`config.mk`:
```
export PLATFORM = sky130hd
export DESIGN_NAME = program_counter_flat
export DESIGN_NICKNAME = d
export VERILOG_FILES = /design/src/rtl/program_counter_if.sv /design/src/rtl/program_counter.sv /design/src/flat_wrapper.sv
export SDC_FILE = /design/constraint.sdc
export NUM_CORES = 1
export LEC_CHECK = 0
export CAP_MARGIN = 25
export CELL_PAD_IN_SITES_DETAIL_PLACEMENT = 1
export CELL_PAD_IN_SITES_GLOBAL_PLACEMENT = 1
export CORE_MARGIN = 2
export CORE_UTILIZATION = 32
export CTS_CLUSTER_DIAMETER = 100
export DETAILED_ROUTE_END_ITERATION = 10
export HOLD_SLACK_MARGIN = 0.12
export MAX_ROUTING_LAYER = met4
export PLACE_DENSITY = 0.85
export SYNTH_ARGS = -nofsm -noshare
export SYNTH_HDL_FRONTEND = slang
export SYNTH_SLANG_ARGS = --single-unit
export TNS_END_PERCENT = 10
```
`constraint.sdc`:
```
create_clock -name clk -period 2.6 [get_ports clk]
set_clock_uncertainty 0.05 [all_clocks]
set_input_delay 0.26 -clock clk [delete_from_list [all_inputs] [get_ports clk]]
set_output_delay 0.26 -clock clk [all_outputs]
set_load 0.02 [all_outputs]
```
`src/rtl/program_counter_if.sv`:
```
// Control-unit <-> program-counter bundle: PC update/fetch controls in, PC and fetch address out.
// The control unit owns the master side; the program counter is the slave.
interface program_counter_if #(
    parameter int PC_WIDTH = 28
);
    logic                fetch;
    logic                incpc;
    logic                load;
    logic [PC_WIDTH-1:0] load_addr;
    logic                branch;
    logic [PC_WIDTH-1:0] branch_off;
    logic                call;
    logic                ret;
    logic [PC_WIDTH-1:0] pcout;
    logic [PC_WIDTH-1:0] fetch_addr;
    logic                fetch_valid;
    logic                wrapped;

    modport master (
        output fetch, incpc, load, load_addr, branch, branch_off, call, ret,
        input  pcout, fetch_addr, fetch_valid, wrapped
    );

    modport slave (
        input  fetch, incpc, load, load_addr, branch, branch_off, call, ret,
        output pcout, fetch_addr, fetch_valid, wrapped
    );
endinterface

```
`src/rtl/program_counter.sv`:
```
// Instruction-address register: priority ret > call > load > branch > incpc > hold; fetch latches old PC.
// Latency: every output registered, one cycle after the controlling edge; no backpressure (always accepts).
// Optional return-address stack enabled by defining PC_RAS_EN; otherwise call/ret are ignored.
module program_counter #(
    parameter int                  PC_WIDTH     = 28,
    parameter logic [PC_WIDTH-1:0] RESET_VECTOR = '0,
    parameter int                  INC_STEP     = 1,
    parameter int                  RAS_DEPTH    = 4
) (
    input  logic              clk,
    input  logic              rst_n,
    program_counter_if.slave  bus
);

    localparam logic [PC_WIDTH-1:0] STEP = PC_WIDTH'(INC_STEP);

    logic [PC_WIDTH-1:0] pc_q, pc_d;
    logic [PC_WIDTH-1:0] fetch_addr_q, fetch_addr_d;
    logic                fetch_valid_q, fetch_valid_d;
    logic                wrapped_q, wrapped_d;

    logic [PC_WIDTH-1:0] inc_sum;
    logic [PC_WIDTH-1:0] br_sum;
    logic                inc_carry;
    logic                br_carry;
    logic                br_wrap;

    logic                ras_sel;
    logic                ras_hold;
    logic [PC_WIDTH-1:0] ras_pc;

    assign {inc_carry, inc_sum} = {1'b0, pc_q} + {1'b0, STEP};
    assign {br_carry, br_sum}   = {1'b0, pc_q} + {1'b0, bus.branch_off};
    // Negative offsets normally carry out; only a missing carry means a borrow past zero.
    assign br_wrap = br_carry ^ bus.branch_off[PC_WIDTH-1];

`ifdef PC_RAS_EN
    localparam int                DW       = $clog2(RAS_DEPTH + 1);
    localparam logic [DW-1:0]     RAS_FULL = DW'(RAS_DEPTH);

    logic [PC_WIDTH-1:0] stack_q [RAS_DEPTH];
    logic [PC_WIDTH-1:0] stack_d [RAS_DEPTH];
    logic [DW-1:0]       depth_q, depth_d;

    // Entry 0 is the top; pushing shifts everything down so a full push drops the oldest.
    always_comb begin
        stack_d  = stack_q;
        depth_d  = depth_q;
        ras_sel  = 1'b0;
        ras_hold = 1'b0;
        ras_pc   = stack_q[0];
        if (bus.ret) begin
            ras_sel = 1'b1;
            if (depth_q == '0) begin
                ras_hold = 1'b1;
            end else begin
                for (int i = 0; i < RAS_DEPTH - 1; i++) begin
                    stack_d[i] = stack_q[i+1];
                end
                stack_d[RAS_DEPTH-1] = '0;
                depth_d = depth_q - DW'(1);
            end
        end else if (bus.call) begin
            ras_sel = 1'b1;
            ras_pc  = bus.load_addr;
            for (int i = RAS_DEPTH - 1; i > 0; i--) begin
                stack_d[i] = stack_q[i-1];
            end
            stack_d[0] = inc_sum;
            if (depth_q != RAS_FULL) begin
                depth_d = depth_q + DW'(1);
            end
        end
    end

    always_ff @(posedge clk) begin
        if (!rst_n) begin
            for (int i = 0; i < RAS_DEPTH; i++) begin
                stack_q[i] <= '0;
            end
            depth_q <= '0;
        end else begin
            stack_q <= stack_d;
            depth_q <= depth_d;
        end
    end
`else
    logic unused_ras;

    assign ras_sel    = 1'b0;
    assign ras_hold   = 1'b0;
    assign ras_pc     = '0;
    assign unused_ras = ^{bus.call, bus.ret, (RAS_DEPTH > 0)};
`endif

    always_comb begin
        pc_d          = pc_q;
        wrapped_d     = 1'b0;
        fetch_valid_d = bus.fetch;
        fetch_addr_d  = bus.fetch ? pc_q : fetch_addr_q;
        if (ras_sel) begin
            if (!ras_hold) begin
                pc_d = ras_pc;
            end
        end else if (bus.load) begin
            pc_d = bus.load_addr;
        end else if (bus.branch) begin
            pc_d      = br_sum;
            wrapped_d = br_wrap;
        end else if (bus.incpc) begin
            pc_d      = inc_sum;
            wrapped_d = inc_carry;
        end
    end

    always_ff @(posedge clk) begin
        if (!rst_n) begin
            pc_q          <= RESET_VECTOR;
            fetch_addr_q  <= '0;
            fetch_valid_q <= 1'b0;
            wrapped_q     <= 1'b0;
        end else begin
            pc_q          <= pc_d;
            fetch_addr_q  <= fetch_addr_d;
            fetch_valid_q <= fetch_valid_d;
            wrapped_q     <= wrapped_d;
        end
    end

    assign bus.pcout       = pc_q;
    assign bus.fetch_addr  = fetch_addr_q;
    assign bus.fetch_valid = fetch_valid_q;
    assign bus.wrapped     = wrapped_q;

endmodule

```
`src/flat_wrapper.sv`:
```
// flat-port wrapper written by rule: the top's interface ports become plain ports
module program_counter_flat 
#(
    parameter int                  PC_WIDTH     = 28,
    parameter logic [PC_WIDTH-1:0] RESET_VECTOR = '0,
    parameter int                  INC_STEP     = 1,
    parameter int                  RAS_DEPTH    = 4
)
  (clk, rst_n, bus_fetch, bus_incpc, bus_load, bus_load_addr, bus_branch, bus_branch_off, bus_call, bus_ret, bus_pcout, bus_fetch_addr, bus_fetch_valid, bus_wrapped);
  program_counter_if #(.PC_WIDTH(PC_WIDTH)) bus_i ();
  input  logic clk;
  input  logic rst_n;
  input wire logic [$bits(bus_i.fetch)-1:0] bus_fetch;
  input wire logic [$bits(bus_i.incpc)-1:0] bus_incpc;
  input wire logic [$bits(bus_i.load)-1:0] bus_load;
  input wire logic [$bits(bus_i.load_addr)-1:0] bus_load_addr;
  input wire logic [$bits(bus_i.branch)-1:0] bus_branch;
  input wire logic [$bits(bus_i.branch_off)-1:0] bus_branch_off;
  input wire logic [$bits(bus_i.call)-1:0] bus_call;
  input wire logic [$bits(bus_i.ret)-1:0] bus_ret;
  output wire logic [$bits(bus_i.pcout)-1:0] bus_pcout;
  output wire logic [$bits(bus_i.fetch_addr)-1:0] bus_fetch_addr;
  output wire logic [$bits(bus_i.fetch_valid)-1:0] bus_fetch_valid;
  output wire logic [$bits(bus_i.wrapped)-1:0] bus_wrapped;
  assign bus_i.fetch = bus_fetch;
  assign bus_i.incpc = bus_incpc;
  assign bus_i.load = bus_load;
  assign bus_i.load_addr = bus_load_addr;
  assign bus_i.branch = bus_branch;
  assign bus_i.branch_off = bus_branch_off;
  assign bus_i.call = bus_call;
  assign bus_i.ret = bus_ret;
  assign bus_pcout = bus_i.pcout;
  assign bus_fetch_addr = bus_i.fetch_addr;
  assign bus_fetch_valid = bus_i.fetch_valid;
  assign bus_wrapped = bus_i.wrapped;
  program_counter #(.PC_WIDTH(PC_WIDTH), .RESET_VECTOR(RESET_VECTOR), .INC_STEP(INC_STEP), .RAS_DEPTH(RAS_DEPTH)) u_core (.clk(clk), .rst_n(rst_n), .bus(bus_i));
endmodule
```
==> impl_metrics.csv <==
group,metric,value,unit
run_status,status,"finished, final reports clean",
timing,tns,0,ps
worst_hold_path,min_from,"rst_n",
route,vias_per_cell,5.43,
synth,synth_edf_count,0,
synth,yosysTopAreaCell,"dfxtp_1",
cells_and_area,diodes,0,
clocking,htreeDepth,3,
place,routabilityCongestion,0.953,
floorplan,die_w,121,um
route,routed-via-count,4918,
route,dr.pass1.iters,4,
cells_and_area,layout.cells.non_filler,905,
synth,ys_ff_latch,58,
worst_setup_path,crit_family,"compound AO/OA/AOI/OAI gates",
synth,synth.net_count,632,
worst_setup_path,reg2reg_from,"u_core.bus.pcout[11]$_SDFFE_PN0P_",
floorplan,initial_core_util,32.9,%
worst_setup_path,reg2regPathDepth,10,
place,io_buffers,119,
clocking,cts_inserted_buffers,9,
worst_setup_path,cp_num_buf_inv,1,
clocking,insertion_delay,340,ps
worst_setup_path,critPathKind,"in2reg",
timing,clock.fmax,385,MHz
clocking,clk_pin_slew,50,ps
synth,synthCells,538,
timing,finalSetupViolCount,0,
global_routing,antenna_found_initial,0,
route,maxUsedRoutingLayer,"met4",
global_routing,track_usage,26.1,%
pwr,vdd_drop_max,301,uV
clocking,root_buffer,"clkbuf_16",
worst_setup_path,cp-startpoint,"bus_branch_off[9]",
worst_setup_path,worst_path_max_delay_cell,"clkdlybuf4s50_1",
job,maxCapViolations,0,
route,met2WireLength,9220,um
timing,drv_slew,0,
synth,synth_sequential_area_ratio,26.7,%
place,dp.cells,887,
route,wl_per_cell,20.4,um
cells_and_area,syn_to_final_growth,54.1,%
global_routing,grt_pass1_vias,5451,
worst_setup_path,reg2reg_to,"u_core.bus.pcout[25]$_SDFFE_PN0P_",
synth,synth.top_cell.area_share,26.7,%
floorplan,die_h,121,um
floorplan,rows,42,
global_routing,grt_pass1_wl,28800,um
clocking,cts_tree,"built",
synth,netlist_area,4360,um2
route,wl_met1,8000,um
cells_and_area,utilization,50.7,%
synth,ys.flop_type,"dfxtp_1",
cells_and_area,drive_gt1_share,18.1,%
synth,yosys-top-cells-area,"dfxtp_1, ha_1, mux2i_1",
timing,min_period,2600,ps
worst_hold_path,hp-class,"in2reg",
worst_setup_path,start_kind,"input pin",
floorplan,dieArea,14600,um2
worst_setup_path,r2r_slack,50,ps
clocking,clkSinkCount,58,
worst_setup_path,crit_arrival,2820,ps
pwr,cellPowerDensity,533,nW/um2
timing,hold_violations,0,
pwr,p_leak,2.75,nW
clocking,clockBufferDepth,2,
worst_setup_path,crit_chain,"clkdlybuf4s50_1 -> ha_2 -> a21oi_4 -> a21oi_2 -> and4b_1 -> nand3b_1 -> a41oi_2 -> a221oi_4 -> or4b_1 -> o31a_1 -> o21ai_2",
timing,tightest_slew,979,ps
route,wl_met3,841,um
floorplan,ios,122,
route,antenna_left,0,
place,place_hpwl,13900,um
global_routing,grt_max_degree,30,
worst_hold_path,min_to,"u_core.bus.fetch_addr[23]$_SDFFE_PN0P_",
timing,rsz0062_at_grt,"yes",
worst_hold_path,min_delay_path_depth,2,
synth,avgSynthCellArea,8.10,um2
worst_setup_path,critPathCaptureType,"register",
worst_setup_path,worstPathRequired,2820,ps
timing,maxSlewHeadroom,34.7,%
timing,finalCritPeriodShare,99.9,%
global_routing,grt_overflow_total,0,
route,totalWireLength,18500,um
synth,yosysUniqueCellTypes,61,
cells_and_area,fin_nets,819,
route,drtIter0Drc,249,
synth,async_flop_share,0,%
worst_setup_path,path_max_fanout,5,
floorplan,core,13200,um2
route,drc_errors,0,
worst_setup_path,worst_path_largest_cell_delay,480,ps
synth,yosysWarnings,0,
[per-stage QoR]
step           worst slack (ps)  hold WS, ps  instance area [um2]  power (mW)
2_1_floorplan              27.2          349                 4360        1.72
3_5_place_dp               -463          463                 6260        2.32
4_1_cts                   -58.5          354                 6570        3.53
3_3_place_gp               -374          449                 6260        2.26
6_report                   1.42          353                 6710        3.57
5_1_grt                   -83.3          378                 6710        3.74
[placed cells by master (no fill, tap or decap), types with 3 or more instances in the layout]
| master | synthesis | final |
|---|---|---|
| and3_1 | 9 | 8 |
| o21a_1 | 5 | 5 |
| nor2b_1 | 35 | 34 |
| a22oi_1 | 3 | 3 |
| xnor2_1 | 25 | 25 |
| a31oi_1 | 6 | 4 |
| clkbuf_16 | 0 | 9 |
| nor2_1 | 35 | 35 |
| a21oi_2 | 1 | 5 |
| o221ai_1 | 8 | 8 |
| a221oi_1 | 7 | 7 |
| and2_1 | 5 | 5 |
| nand2b_1 | 3 | 3 |
| o211ai_1 | 7 | 7 |
| nor4_1 | 3 | 3 |
| inv_1 | 11 | 10 |
| dfxtp_1 | 58 | 56 |
| nor3_2 | 1 | 5 |
| o31a_1 | 5 | 5 |
| mux2i_1 | 29 | 29 |
| a21o_1 | 9 | 9 |
| a21boi_0 | 4 | 3 |
| nand3_1 | 24 | 23 |
| ha_1 | 29 | 26 |
| buf_4 | 0 | 83 |
| o21ai_0 | 30 | 30 |
| nor3_1 | 10 | 6 |
| nand4_1 | 6 | 6 |
| clkdlybuf4s50_1 | 0 | 116 |
| a21oi_1 | 44 | 40 |
| nand2_1 | 37 | 36 |
| xor2_1 | 23 | 23 |
[cell usage after synthesis, drive strengths merged, types with 2 or more instances]
| master | instances |
|---|---|
| a21o | 9 |
| and4 | 2 |
| mux2i | 29 |
| o21a | 5 |
| nand2b | 3 |
| clkbuf | 24 |
| o31a | 5 |
| a41oi | 3 |
| a221oi | 8 |
| inv | 11 |
| xor2 | 23 |
| a211o | 2 |
| buf | 3 |
| o21ai | 34 |
| a211oi | 4 |
| nand3 | 24 |
| xnor2 | 25 |
| o221ai | 8 |
| and2 | 5 |
| nor4 | 3 |
| nor2b | 35 |
| nor3 | 11 |
| o211ai | 7 |
| a31oi | 6 |
| nor2 | 35 |
| ha | 29 |
| and3 | 9 |
| nand2 | 37 |
| a21boi | 4 |
| o21bai | 3 |
| nand4 | 6 |
| dfxtp | 58 |
| a22oi | 3 |
| clkinv | 2 |
| a21oi | 46 |
[worst max-delay path by stage]
stage | depth (start not counted) | endpoint | slack (ps)
4_1_cts | 11 | u_core.bus.pcout[25]$_SDFFE_PN0P_ | -60
2_1_floorplan | 11 | u_core.bus.pcout[25]$_SDFFE_PN0P_ | 30
3_5_place_dp | 14 | u_core.bus.pcout[26]$_SDFFE_PN0P_ | -460
6_report | 11 | u_core.bus.pcout[25]$_SDFFE_PN0P_ | 1
3_3_place_gp | 11 | u_core.bus.pcout[25]$_SDFFE_PN0P_ | -370
5_1_grt | 13 | u_core.bus.pcout[8]$_SDFFE_PN0P_ | -80
[where the power goes]
part,switching (mW),leakage (nW),internal [mW],total [mW]
sequential,0.0579,0.479,0.958,1.02
combinational,0.712,2.13,0.649,1.36
clock,0.439,0.142,0.759,1.20
[worst register-to-register path, stage by stage (launching register included)]
cell and delay [ps]:
dfxtp_1 310, ha_1 360, nand2_2 200, a21oi_2 60, and4b_1 240, nand3b_1 120
a41oi_2 260, a221oi_4 120, or4b_1 480, o31a_1 130, o21ai_2 130
[state kept, by name (all words and copies together), names as in the netlist]
signal / count
u_core.bus.fetch_addr: 28
u_core.bus.pcout: 28
u_core.bus.fetch_valid: 1
u_core.bus.wrapped: 1
[cell type report]
| class | count | area (um2) |
|---|---|---|
| Inverter | 13 | 48.8 |
| Sequential cell | 58 | 1160 |
| Multi-Input combinational cell | 440 | 3170 |
| Timing Repair Buffer | 203 | 1820 |
| Clock inverter | 3 | 40.0 |
| Fill cell | 1569 | 6530 |
| Tap cell | 176 | 220 |
| Clock buffer | 12 | 246 |
[metal layers]
layer,GRT usage [%],up-vias
met1,31.1,2399
met3,4.91,37
met2,45.2,149
met5,-,-
met4,7.19,0
li1,-,2333
[cells by family after synthesis]
logic type	share of synthesized area, %
adders and majority gates	8.79
muxes	6.66
DFF	26.7
buffers and inverters	3.65
and+or+nand+nor	20.9
xor gates and xnor gates	9.65
AOI/OAI and AO/OA	23.6
[repair_timing]
item / in CTS / in global routing
setup buffers: 0 / 3
setup endpoints to repair: 11 / 17
resized for setup: 6 / 26
pin swaps: 1 / 16
hold buffers: 0 / 0
Note: power is estimated with default switching activity, not from simulation.
